## src/rtl/synth_pkg.sv

```systemverilog
// Shared types and default sizing for the voice allocator and its per-voice slots.
package synth_pkg;

  typedef enum logic [1:0] {
    FREE      = 2'd0,
    ARM       = 2'd1,
    HELD      = 2'd2,
    RELEASING = 2'd3
  } voice_state_t;

  localparam int NUM_VOICES_DEF = 4;
  localparam int KEY_W_DEF      = 7;
  localparam int ARM_CYCLES_DEF = 2;

endpackage

```

## src/rtl/voice_slot.sv

```systemverilog
// One voice: FREE/ARM/HELD/RELEASING state machine, arm counter, start pulse and key.
module voice_slot
  import synth_pkg::*;
#(
  parameter int KEY_W      = KEY_W_DEF,
  parameter int ARM_CYCLES = ARM_CYCLES_DEF
) (
  input  logic             clk_in,
  input  logic             rst_in,
  input  logic             i_alloc,
  input  logic             i_release,
  input  logic             i_panic,
  input  logic             i_idle,
  input  logic [KEY_W-1:0] i_key,
  output logic             o_start,
  output logic             o_hold,
  output logic [KEY_W-1:0] o_key,
  output voice_state_t     o_state
);

  localparam int CW = $clog2(ARM_CYCLES);

  voice_state_t     r_state, w_state_nx;
  logic [CW-1:0]    r_cnt, w_cnt_nx;
  logic             r_pend, w_pend_nx;
  logic             r_start, w_start_nx;
  logic [KEY_W-1:0] r_key, w_key_nx;

  always_ff @(posedge clk_in or posedge rst_in) begin
    if (rst_in) begin
      r_state <= FREE;
      r_cnt   <= '0;
      r_pend  <= 1'b0;
      r_start <= 1'b0;
      r_key   <= '0;
    end else begin
      r_state <= w_state_nx;
      r_cnt   <= w_cnt_nx;
      r_pend  <= w_pend_nx;
      r_start <= w_start_nx;
      r_key   <= w_key_nx;
    end
  end

  // Panic beats allocation; allocation (retrigger/steal) beats everything else.
  always_comb begin
    w_state_nx = r_state;
    w_cnt_nx   = r_cnt;
    w_pend_nx  = r_pend;
    w_start_nx = 1'b0;
    w_key_nx   = r_key;
    if (i_panic) begin
      if (r_state == ARM || r_state == HELD) begin
        w_state_nx = RELEASING;
        w_pend_nx  = 1'b0;
      end else if (r_state == RELEASING && i_idle) begin
        w_state_nx = FREE;
      end
    end else if (i_alloc) begin
      w_state_nx = ARM;
      w_start_nx = 1'b1;
      w_key_nx   = i_key;
      w_cnt_nx   = CW'(ARM_CYCLES - 1);
      w_pend_nx  = 1'b0;
    end else begin
      case (r_state)
        ARM: begin
          // A release landing on the final arm cycle is honoured immediately.
          if (r_cnt == '0) begin
            w_state_nx = (r_pend || i_release) ? RELEASING : HELD;
            w_pend_nx  = 1'b0;
          end else begin
            w_cnt_nx = r_cnt - 1'b1;
            if (i_release) w_pend_nx = 1'b1;
          end
        end
        HELD:      if (i_release) w_state_nx = RELEASING;
        RELEASING: if (i_idle)    w_state_nx = FREE;
        default:   ;
      endcase
    end
  end

  assign o_start = r_start;
  assign o_hold  = (r_state == ARM) || (r_state == HELD);
  assign o_key   = r_key;
  assign o_state = r_state;

endmodule

```

## src/rtl/voice_allocator.sv

```systemverilog
// Key event capture, voice selection (retrigger/free/releasing/steal) and per-voice slots.
module voice_allocator
  import synth_pkg::*;
#(
  parameter int NUM_VOICES = NUM_VOICES_DEF,
  parameter int KEY_W      = KEY_W_DEF,
  parameter int ARM_CYCLES = ARM_CYCLES_DEF
) (
  input  logic                        clk_in,
  input  logic                        rst_in,
  input  logic                        key_valid,
  output logic                        key_ready,
  input  logic                        key_on,
  input  logic [KEY_W-1:0]            key_num,
  input  logic                        all_off,
  input  logic [NUM_VOICES-1:0]       adsr_idle,
  output logic [NUM_VOICES-1:0]       adsr_start,
  output logic [NUM_VOICES-1:0]       adsr_hold,
  output logic [NUM_VOICES*KEY_W-1:0] voice_key,
  output logic [NUM_VOICES-1:0]       voice_active
);

  localparam int PW = $clog2(NUM_VOICES);

  logic                             r_cap_vld;
  logic                             r_cap_on;
  logic [KEY_W-1:0]                 r_cap_key;
  logic [PW-1:0]                    r_steal_ptr;

  voice_state_t                     w_state [NUM_VOICES];
  logic [NUM_VOICES-1:0][KEY_W-1:0] w_key;
  logic [NUM_VOICES-1:0]            w_alloc, w_rel;
  logic                             w_steal;
  logic                             w_on_hit, w_free_hit, w_relg_hit, w_held_hit, w_arm_hit;
  logic [PW-1:0]                    w_on_idx, w_free_idx, w_relg_idx, w_held_idx, w_arm_idx;

  // Descending scans so the lowest matching index is the one left standing.
  always_comb begin
    w_on_hit   = 1'b0; w_on_idx   = '0;
    w_free_hit = 1'b0; w_free_idx = '0;
    w_relg_hit = 1'b0; w_relg_idx = '0;
    w_held_hit = 1'b0; w_held_idx = '0;
    w_arm_hit  = 1'b0; w_arm_idx  = '0;
    for (int v = NUM_VOICES - 1; v >= 0; v--) begin
      if (w_state[v] != FREE && w_key[v] == r_cap_key) begin
        w_on_hit = 1'b1; w_on_idx = PW'(v);
      end
      if (w_state[v] == FREE) begin
        w_free_hit = 1'b1; w_free_idx = PW'(v);
      end
      if (w_state[v] == RELEASING) begin
        w_relg_hit = 1'b1; w_relg_idx = PW'(v);
      end
      if (w_state[v] == HELD && w_key[v] == r_cap_key) begin
        w_held_hit = 1'b1; w_held_idx = PW'(v);
      end
      if (w_state[v] == ARM && w_key[v] == r_cap_key) begin
        w_arm_hit = 1'b1; w_arm_idx = PW'(v);
      end
    end
  end

  always_comb begin
    w_alloc = '0;
    w_rel   = '0;
    w_steal = 1'b0;
    if (r_cap_vld && !all_off) begin
      if (r_cap_on) begin
        if (w_on_hit)        w_alloc[w_on_idx]   = 1'b1;
        else if (w_free_hit) w_alloc[w_free_idx] = 1'b1;
        else if (w_relg_hit) w_alloc[w_relg_idx] = 1'b1;
        else begin
          w_alloc[r_steal_ptr] = 1'b1;
          w_steal              = 1'b1;
        end
      end else begin
        if (w_held_hit)     w_rel[w_held_idx] = 1'b1;
        else if (w_arm_hit) w_rel[w_arm_idx]  = 1'b1;
      end
    end
  end

  always_ff @(posedge clk_in or posedge rst_in) begin
    if (rst_in) begin
      r_cap_vld   <= 1'b0;
      r_cap_on    <= 1'b0;
      r_cap_key   <= '0;
      r_steal_ptr <= '0;
    end else begin
      // A panic edge swallows both the captured event and any event offered on it.
      if (all_off || r_cap_vld) begin
        r_cap_vld <= 1'b0;
      end else if (key_valid) begin
        r_cap_vld <= 1'b1;
        r_cap_on  <= key_on;
        r_cap_key <= key_num;
      end
      if (w_steal)
        r_steal_ptr <= (r_steal_ptr == PW'(NUM_VOICES - 1)) ? '0 : r_steal_ptr + 1'b1;
    end
  end

  assign key_ready = !r_cap_vld;

  for (genvar g = 0; g < NUM_VOICES; g++) begin : g_slot
    voice_slot #(
      .KEY_W      (KEY_W),
      .ARM_CYCLES (ARM_CYCLES)
    ) u_slot (
      .clk_in    (clk_in),
      .rst_in    (rst_in),
      .i_alloc   (w_alloc[g]),
      .i_release (w_rel[g]),
      .i_panic   (all_off),
      .i_idle    (adsr_idle[g]),
      .i_key     (r_cap_key),
      .o_start   (adsr_start[g]),
      .o_hold    (adsr_hold[g]),
      .o_key     (w_key[g]),
      .o_state   (w_state[g])
    );
    assign voice_key[g*KEY_W +: KEY_W] = w_key[g];
    assign voice_active[g]             = (w_state[g] != FREE);
  end

endmodule

```

## config.mk

```make
export PLATFORM = sky130hd
export DESIGN_NAME = voice_allocator
export DESIGN_NICKNAME = d
export VERILOG_FILES = /design/src/rtl/synth_pkg.sv /design/src/rtl/voice_slot.sv /design/src/rtl/voice_allocator.sv
export SDC_FILE = /design/constraint.sdc
export NUM_CORES = 1
export LEC_CHECK = 0
export ABC_AREA = 1
export BUFFER_PORTS_ARGS = -buffer_cell sky130_fd_sc_hd__buf_2
export CORE_MARGIN = 2
export CORE_UTILIZATION = 60
export CTS_BUF_LIST = sky130_fd_sc_hd__clkbuf_4 sky130_fd_sc_hd__clkbuf_8
export CTS_CLUSTER_SIZE = 24
export DETAILED_ROUTE_END_ITERATION = 8
export HOLD_SLACK_MARGIN = 0.05
export PLACE_DENSITY = 0.81
export SETUP_SLACK_MARGIN = 0.15
export SLEW_MARGIN = 25
export SYNTH_ARGS = -nofsm -noshare
export SYNTH_HDL_FRONTEND = slang
export SYNTH_SLANG_ARGS = --single-unit
```

## constraint.sdc

```tcl
create_clock -name clk_in -period 2.1 [get_ports clk_in]
set_input_delay 0.42 -clock clk_in [delete_from_list [all_inputs] [get_ports clk_in]]
set_output_delay 0.42 -clock clk_in [all_outputs]
set_load 0.01 [all_outputs]
```

==> results of run 1 <==
-- cells by family after synthesis --
family,after synthesis,synth area share (%)
AO/OA/AOI/OAI,77,10.1
XOR/XNOR,14,3.25
adder cells (fa/ha/maj),20,6.26
buffers and inverters,110,12.0
flip-flops,59,36.9
multiplexers,1,0.281
AND/OR/NAND/NOR,278,31.2
-- worst reg2reg max path, cell delays in order (launching register included) --
cell,delay (ps)
sky130_fd_sc_hd__dfrtp_2,500
sky130_fd_sc_hd__xnor2_2,250
sky130_fd_sc_hd__nand2_1,130
sky130_fd_sc_hd__nor2_4,220
sky130_fd_sc_hd__buf_6,150
sky130_fd_sc_hd__nand3_1,70
sky130_fd_sc_hd__nor2_1,170
sky130_fd_sc_hd__nand2_1,120
sky130_fd_sc_hd__nand2_1,130
sky130_fd_sc_hd__nand2_2,120
sky130_fd_sc_hd__a21oi_2,200
sky130_fd_sc_hd__nor2_4,60
sky130_fd_sc_hd__nor2_4,100
sky130_fd_sc_hd__nand3_1,80
sky130_fd_sc_hd__nand2_1,80
-- registers in the layout, summed over array words and instances (netlist names) --
register	cells
g_slot.u_slot.r_pend	4
g_slot.u_slot.o_state	8
r_steal_ptr	2
g_slot.u_slot.o_key	28
r_cap_key	7
r_cap_vld	1
r_cap_on	1
g_slot.u_slot.r_cnt	4
g_slot.u_slot.o_start	4
-- metal layers --
layer  global-route usage, %  wire [µm]  up-vias
met2                    50.6       7030      409
met4                    10.7       1070        0
met5                       0          0        -
met1                    36.8       5150     2128
met3                    6.54       1630      138
li1                        -          -     1938
-- synthesized netlist by cell type (all sizes together) (3+ instances only) --
| master | count |
|---|---|
| nand2 | 189 |
| inv | 90 |
| dfrtp | 59 |
| o21ai | 59 |
| nor2 | 43 |
| nand3 | 34 |
| ha | 20 |
| buf | 17 |
| a21oi | 13 |
| xnor2 | 11 |
| nand4 | 5 |
| nor3 | 5 |
| xor2 | 3 |
-- per-stage QoR --
step	utilization, %	setup TNS (ps)	instances
3_5_place_dp	68.9	-248	693
6_report	87.7	-2660	742
2_1_floorplan	-	0	559
4_1_cts	74.9	0	714
3_3_place_gp	68.9	0	693
5_1_grt	87.7	-5630	742
-- final cells by class --
| cell class | instances | share of cell area (%) |
|---|---|---|
| multi-input cells | 390 | 47.1 |
| flip-flops and latches | 59 | 26.6 |
| repair buffers | 109 | 14.0 |
| inverters | 91 | 6.50 |
| clock buffers | 11 | 2.48 |
| well taps | 77 | 1.72 |
| clock inverters | 5 | 1.54 |
-- worst max-delay path by stage --
stage	from	endpoint	slack (ps)	cells after the start
after floorplan	all_off	g_slot[2].u_slot.o_state[1]	200	14
after detailed placement	r_cap_key[1]	g_slot[1].u_slot.o_state[1]	-50	18
after global routing	r_cap_key[2]	g_slot[3].u_slot.o_state[0]	-410	14
final	r_cap_key[2]	g_slot[3].u_slot.o_state[1]	-350	14
after global placement	r_cap_key[5]	g_slot[3].u_slot.o_state[0]	7	18
after CTS	r_cap_key[0]	g_slot[2].u_slot.o_state[0]	60	17
-- cells in the final DEF (no fill, tap or decap), drive strengths merged, types with 2 or more instances in the layout --
cell,instances
a21oi,13
buf,107
bufinv,2
clkbuf,13
clkinv,3
dfrtp,59
ha,20
inv,91
nand2,189
nand3,34
nand4,5
nor2,43
nor3,5
o211ai,2
o21ai,59
xnor2,11
xor2,3
-- where the power goes --
group          total [µW]  switching, µW  internal, µW
registers            2060            549          1520
clock network        1220            518           703
logic                4560           2850          1710
-- timing repair --
| action | 4_1_cts | 5_1_grt |
|---|---|---|
| buffers inserted | 5 | 26 |
| gates cloned | 0 | 2 |
| pin swaps | 8 | 49 |
| endpoints found under the setup margin | 44 | 46 |
| hold buffers | 0 | 0 |
| resized for setup | 40 | 174 |
==> impl_results.md, run 1 <==
* Synth async-reset ratio at 100%
* Total leakage power at 0.00295 µW
* DRC at 1
* Cells after synthesis at 559
* Reg-to-reg startpoint: r_cap_key[2]
* DRT Wirelength at between 10000 and 15000 µm
* Largest area contributor in the netlist: sky130_fd_sc_hd__dfrtp_1
* Total setup violations reported at the end of the flow at 31
* NumNets Final at roughly 700
* Relative slew slack at 61.4%
* DRC violation total after the first TritonRoute iteration at 653
* Max Fclk at just over 400 MHz
* Post-route antenna net violation count at 0
* Maximum level of the CTS H-tree at 3
* Violated checks: DRC, setup timing
* Slowest stage delay, CP at ~500 ps
* Cell with the largest stage delay on the worst path: sky130_fd_sc_hd__dfrtp_2
* Number of sinks on the clock net at roughly 60
* Number of distinct library cells after synthesis at 35
* Core region area at 0.00639 mm²
* Top cell family by delay on the critical path: simple AND/OR/NAND/NOR gates
* Crit path buf inv count at 1
* Starting density of the core at 62.6%
* Number of cell rows at 29
* Post-synth EDFFs at 0
* Number of antenna violations at the first check in global routing at 0
* Run status: finished with violations
* Die width at 85.7 µm
* Area added between synthesis and finish at 40.0%
* Part of the cycle the worst path needs at 117%
* Maximum number of pins on one net before global-route repair at 25
* Layout cell share with drive strength beyond 1 at 45.0%
* Total number of vias at 4613
* Number of top-level pins at 57
* Max-cap check violation count at 0
* Number of global-route vias before repair at about 3700
* Post-route setup slack at -348 ps
* Number of detailed-route iterations in the first pass at 9
* Wire per inst at 20.1 µm
* Clock tree from TritonCTS: done
* VDD IR max at around 1200 µV
* Number of diodes added for antenna fixing at 0
* Number of warnings printed during yosys synthesis at 0
* Largest fanout on the critical path at 6
* Die area at 0.00734 mm²
* Post-placement setup slack at -45.2 ps
* Routed via count divided by cell count at 6.22
* Unrepaired setup endpoints after global routing: yes
* Critical Path RT at between 2000 and 2500 ps
* Endpoint of the worst register-to-register path: g_slot[3].u_slot.o_state[1]
* Detailed placer's ending HPWL at 7470 µm
* Overall Global Routing Usage at 29.5%
* FF/Latch Area at between 0.001 and 0.0015 mm²
* Top cell type's share of synthesized area at 36.9%
* TritonCTS Buffers at 9
* CTS Root Cell: sky130_fd_sc_hd__clkbuf_8
* Most repeated library cell on the critical path: sky130_fd_sc_hd__nand2_1
* Worst clock skew at ~16 ps
* Port bufs at 56
* GRT overflow at 0
* Time the worst path needs with I/O delays and setup at 2450 ps
* Total standard cell area after synthesis at 0.00400 mm²
* Number of synthesized register bits at 59
* Total cell area at the placement stage at roughly 0.0044 mm²
* First-pass GRT wire length at 17100 µm
* Series of cell instances along the critical path: xnor2_2 -> nand2_1 -> nor2_4 -> buf_6 -> nand3_1 -> nor2_1 -> nand2_1 -> nand2_1 -> nand2_2 -> a21oi_2 -> nor2_4 -> nor2_4 -> nand3_1 -> nand2_1
* Bufs on Longest Clock Path at 2
* Top cells by area, synth: sky130_fd_sc_hd__dfrtp_1 (37%), sky130_fd_sc_hd__nand2_1 (16%), sky130_fd_sc_hd__inv_1 (7.4%)
* Syn_nets at 595
* Primary FF master, synth: sky130_fd_sc_hd__dfrtp_1
* Final Hold Slack at 78.7 ps
* Critical Path Source Type: register
* Reg2reg path depth at 14
* Vert. Die Dim at 85.7 µm
* Setup Crit Path Kind: register to register
* Avg Inst Size Synth at about 7 µm²
* Classification of the worst-slack hold path: input pin to async pin
* Final hold viol count at 0
* Post-CTS clock slew at the launch and capture registers of the worst setup and hold paths at 80 ps
* Part of the Yosys area used for sequential elements at 36.9%
* Routability-driven placement congestion ratio at about 0.86
* Insertion delay of the later-clocked pin in the worst-skew pair at 370 ps
* Type of element capturing the critical path: register
* Slew Viols, Final at 0
* Critical Path AT at 2740 ps
* Summed area of non-filler cells in the final layout at 0.00560 mm²
* Reg-to-reg slack, setup at -350 ps
* Fill cell count at 287
* Power density over cell area at ~1400 mW/mm²
* PnR Total Power at 7840 µW
* Multi-input gate area in the final layout at 0.00264 mm²
* Transition time at the pin with the least slew margin at between 500 and 600 ps
Power figures use the tool's default switching activity.
==> inputs of run 2 (changes only) <==
--- a/config.mk
+++ b/config.mk
@@ -15,6 +15,7 @@
 export HOLD_SLACK_MARGIN = 0.05
 export PLACE_DENSITY = 0.81
 export SETUP_SLACK_MARGIN = 0.15
+export SKIP_CTS_REPAIR_TIMING = 1
 export SLEW_MARGIN = 25
 export SYNTH_ARGS = -nofsm -noshare
 export SYNTH_HDL_FRONTEND = slang
==> constraint.sdc (replaced) <==
create_clock -name clk_in -period 2.6 [get_ports clk_in]
set_input_delay 0.52 -clock clk_in [delete_from_list [all_inputs] [get_ports clk_in]]
set_output_delay 0.52 -clock clk_in [all_outputs]
set_load 0.01 [all_outputs]
==> run 2 against run 1 <==
  * The run now ends clean
  * Clock power is 30% lower
  * Via count shrank 19%
  * Critical endpoint is now g_slot[1].u_slot.o_state[0]
  * Die area unchanged
  * Final area is 20% lower
  * Largest cell class unchanged
  * Largest power group unchanged
  * Global-route usage is 1.7 points lower
  * Highest routed layer unchanged
==> impl_results.md, run 2 (synthesized netlist as in run 1, its figures left out) <==
* Maximum number of pins on one net before global-route repair at 23
* CTS Root Cell: sky130_fd_sc_hd__clkbuf_8
* DRC violation total after the first TritonRoute iteration at between 200 and 250
* Total number of vias at 3714
* Post-route antenna net violation count at 0
* Number of diodes added for antenna fixing at 0
* Port bufs at between 50 and 60
* Setup Crit Path Kind: register to register
* Slew Viols, Final at 0
* Total setup violations reported at the end of the flow at 0
* DRC at 0
* Part of the cycle the worst path needs at 86.7%
* Number of top-level pins at 57
* Clock tree from TritonCTS: done
* Total negative setup slack at 0 ps
* First-pass GRT wire length at 16200 µm
* Most common cell after layout, fill and taps aside: sky130_fd_sc_hd__nand2_1
* Number of global-route vias before repair at 3491
* Final Hold Slack at 179 ps
* Detailed placer's ending HPWL at 7230 µm
* Die area at 0.00734 mm²
* Critical Path Source Type: register
* Transition time at the pin with the least slew margin at 566 ps
* Classification of the worst-slack hold path: input pin to async pin
* Number of sinks on the clock net at between 50 and 60
* Routability-driven placement congestion ratio at 0.982
* Post-route setup slack at ~350 ps
* Post-placement setup slack at 377 ps
* Summed area of non-filler cells in the final layout at 0.00448 mm²
* TritonCTS Buffers at 9
* Number of cell rows at 29
* GRT overflow at 0
* Total cell area at the placement stage at between 0.004 and 0.005 mm²
* Bufs on Longest Clock Path at 2
* Relative slew slack at 62.2%
* Core region area at 0.00639 mm²
* Area added between synthesis and finish at 12.1%
* Time the worst path needs with I/O delays and setup at 2250 ps
* Maximum level of the CTS H-tree at 3
* Number of flip-flops under the largest register name at 28
* Run status: complete, no violations
* Overall Global Routing Usage at 27.9%
* Largest fanout on the critical path at 17
* Final hold viol count at 0
* Type of element capturing the critical path: register
* Critical Path RT at 2830 ps
* Number of antenna violations at the first check in global routing at 0
* Vert. Die Dim at 85.7 µm
* Insertion delay of the later-clocked pin in the worst-skew pair at 340 ps
* Total leakage power at 0.00256 µW
* DRT Wirelength at 9710 µm
* Wire per inst at 14.0 µm
* Share of the core filled with cells at 70.2%
* Die width at around 86 µm
* VDD IR max at 628 µV
* Number of detailed-route iterations in the first pass at 7
* Fill cell count at 511
* Power density over cell area at approximately 1100 mW/mm²
* Starting density of the core at 62.6%
* Worst clock skew at 9.27 ps
* Unrepaired setup endpoints after global routing: no
* Max Fclk at 444 MHz
* Max-cap check violation count at 0
* Routed via count divided by cell count at 5.35
* Most frequent cells in the layout: sky130_fd_sc_hd__nand2_1 (172), sky130_fd_sc_hd__inv_1 (77), sky130_fd_sc_hd__dfrtp_1 (59)
* Layout cell share with drive strength beyond 1 at 21.1%
* Critical Path AT at 2480 ps
* Post-CTS clock slew at the launch and capture registers of the worst setup and hold paths at 70 ps
* NumNets Final at 649
-- run 2: cell count changes in the layout (fill, tap and decap cells not counted), moves of 10 or more --
cell / previous run / this run
sky130_fd_sc_hd__inv_1: 64 / 77
sky130_fd_sc_hd__dfrtp_2: 12 / 0
sky130_fd_sc_hd__nor2_4: 13 / 1
sky130_fd_sc_hd__nand3_1: 14 / 25
sky130_fd_sc_hd__nand2_4: 19 / 4
sky130_fd_sc_hd__o21ai_0: 31 / 54
sky130_fd_sc_hd__buf_4: 38 / 6
sky130_fd_sc_hd__nand2_1: 125 / 172
sky130_fd_sc_hd__nand2_2: 44 / 13
sky130_fd_sc_hd__dfrtp_1: 47 / 59
sky130_fd_sc_hd__o21ai_1: 20 / 5
sky130_fd_sc_hd__nor2_1: 25 / 35
-- run 2: metrics by stage --
stage                     total power [µW]  cells
after floorplan                       3400    559
after global placement                3980    679
after detailed placement              4040    679
after CTS                             4920    694
after global routing                  5350    694
final                                 4930    694
-- run 2: area by class of cell --
| class | count | area (µm²) | area share [%] |
|---|---|---|---|
| multi-input combinational | 390 | 2040 | 45.6 |
| sequential | 59 | 1480 | 32.9 |
| inverter | 91 | 344 | 7.68 |
| timing repair buffer | 62 | 325 | 7.26 |
| clock buffer | 11 | 145 | 3.24 |
| tap | 77 | 96.3 | 2.15 |
| clock inverter | 4 | 51.3 | 1.14 |
-- run 2: routing by layer --
layer | share of wire, % | up-vias | global-route usage (%)
met3 | 5.7 | 19 | 3.95
met4 | 1.8 | 0 | 10.2
met1 | 45 | 1744 | 37.9
met5 | 0 | - | 0
li1 | - | 1829 | -
met2 | 48 | 122 | 45.6
-- run 2: report_power, final --
group / internal (µW) / leakage (µW) / switching (µW)
Combinational: 962 / 0.00169 / 1560
Sequential: 1220 / 0.000774 / 342
Clock: 474 / 0.0000988 / 379
Total: 2650 / 0.00256 / 2280
-- run 2: final timing paths --
kind / from / end / slack, ps / depth (start not counted)
hold / removal: rst_in / g_slot[2].u_slot.o_key[1] / 180 / 2
min in group clk_in: key_num[6] / r_cap_key[6] / 390 / 3
setup / recovery: g_slot[0].u_slot.o_state[0] / g_slot[1].u_slot.o_state[0] / 350 / 15
max in group asynchronous: rst_in / g_slot[1].u_slot.o_state[0] / 1740 / 3
hold reg to reg: g_slot[1].u_slot.o_key[1] / g_slot[1].u_slot.o_key[1] / 540 / 2
setup reg to reg: g_slot[0].u_slot.o_state[0] / g_slot[1].u_slot.o_state[0] / 350 / 15
-- run 2: critical path: stages (launching register included) --
cell and delay [ps]:
sky130_fd_sc_hd__dfrtp_1 420, sky130_fd_sc_hd__inv_1 100, sky130_fd_sc_hd__ha_1 270, sky130_fd_sc_hd__inv_1 150, sky130_fd_sc_hd__nand3_2 140, sky130_fd_sc_hd__nand2_1 80
sky130_fd_sc_hd__nor2_2 180, sky130_fd_sc_hd__nand2_2 90, sky130_fd_sc_hd__nand2_4 190, sky130_fd_sc_hd__nand2_4 90, sky130_fd_sc_hd__inv_2 110, sky130_fd_sc_hd__nand3_2 80
sky130_fd_sc_hd__nand2_1 80, sky130_fd_sc_hd__nor2_1 50, sky130_fd_sc_hd__nand2_1 50, sky130_fd_sc_hd__nand2_1 40
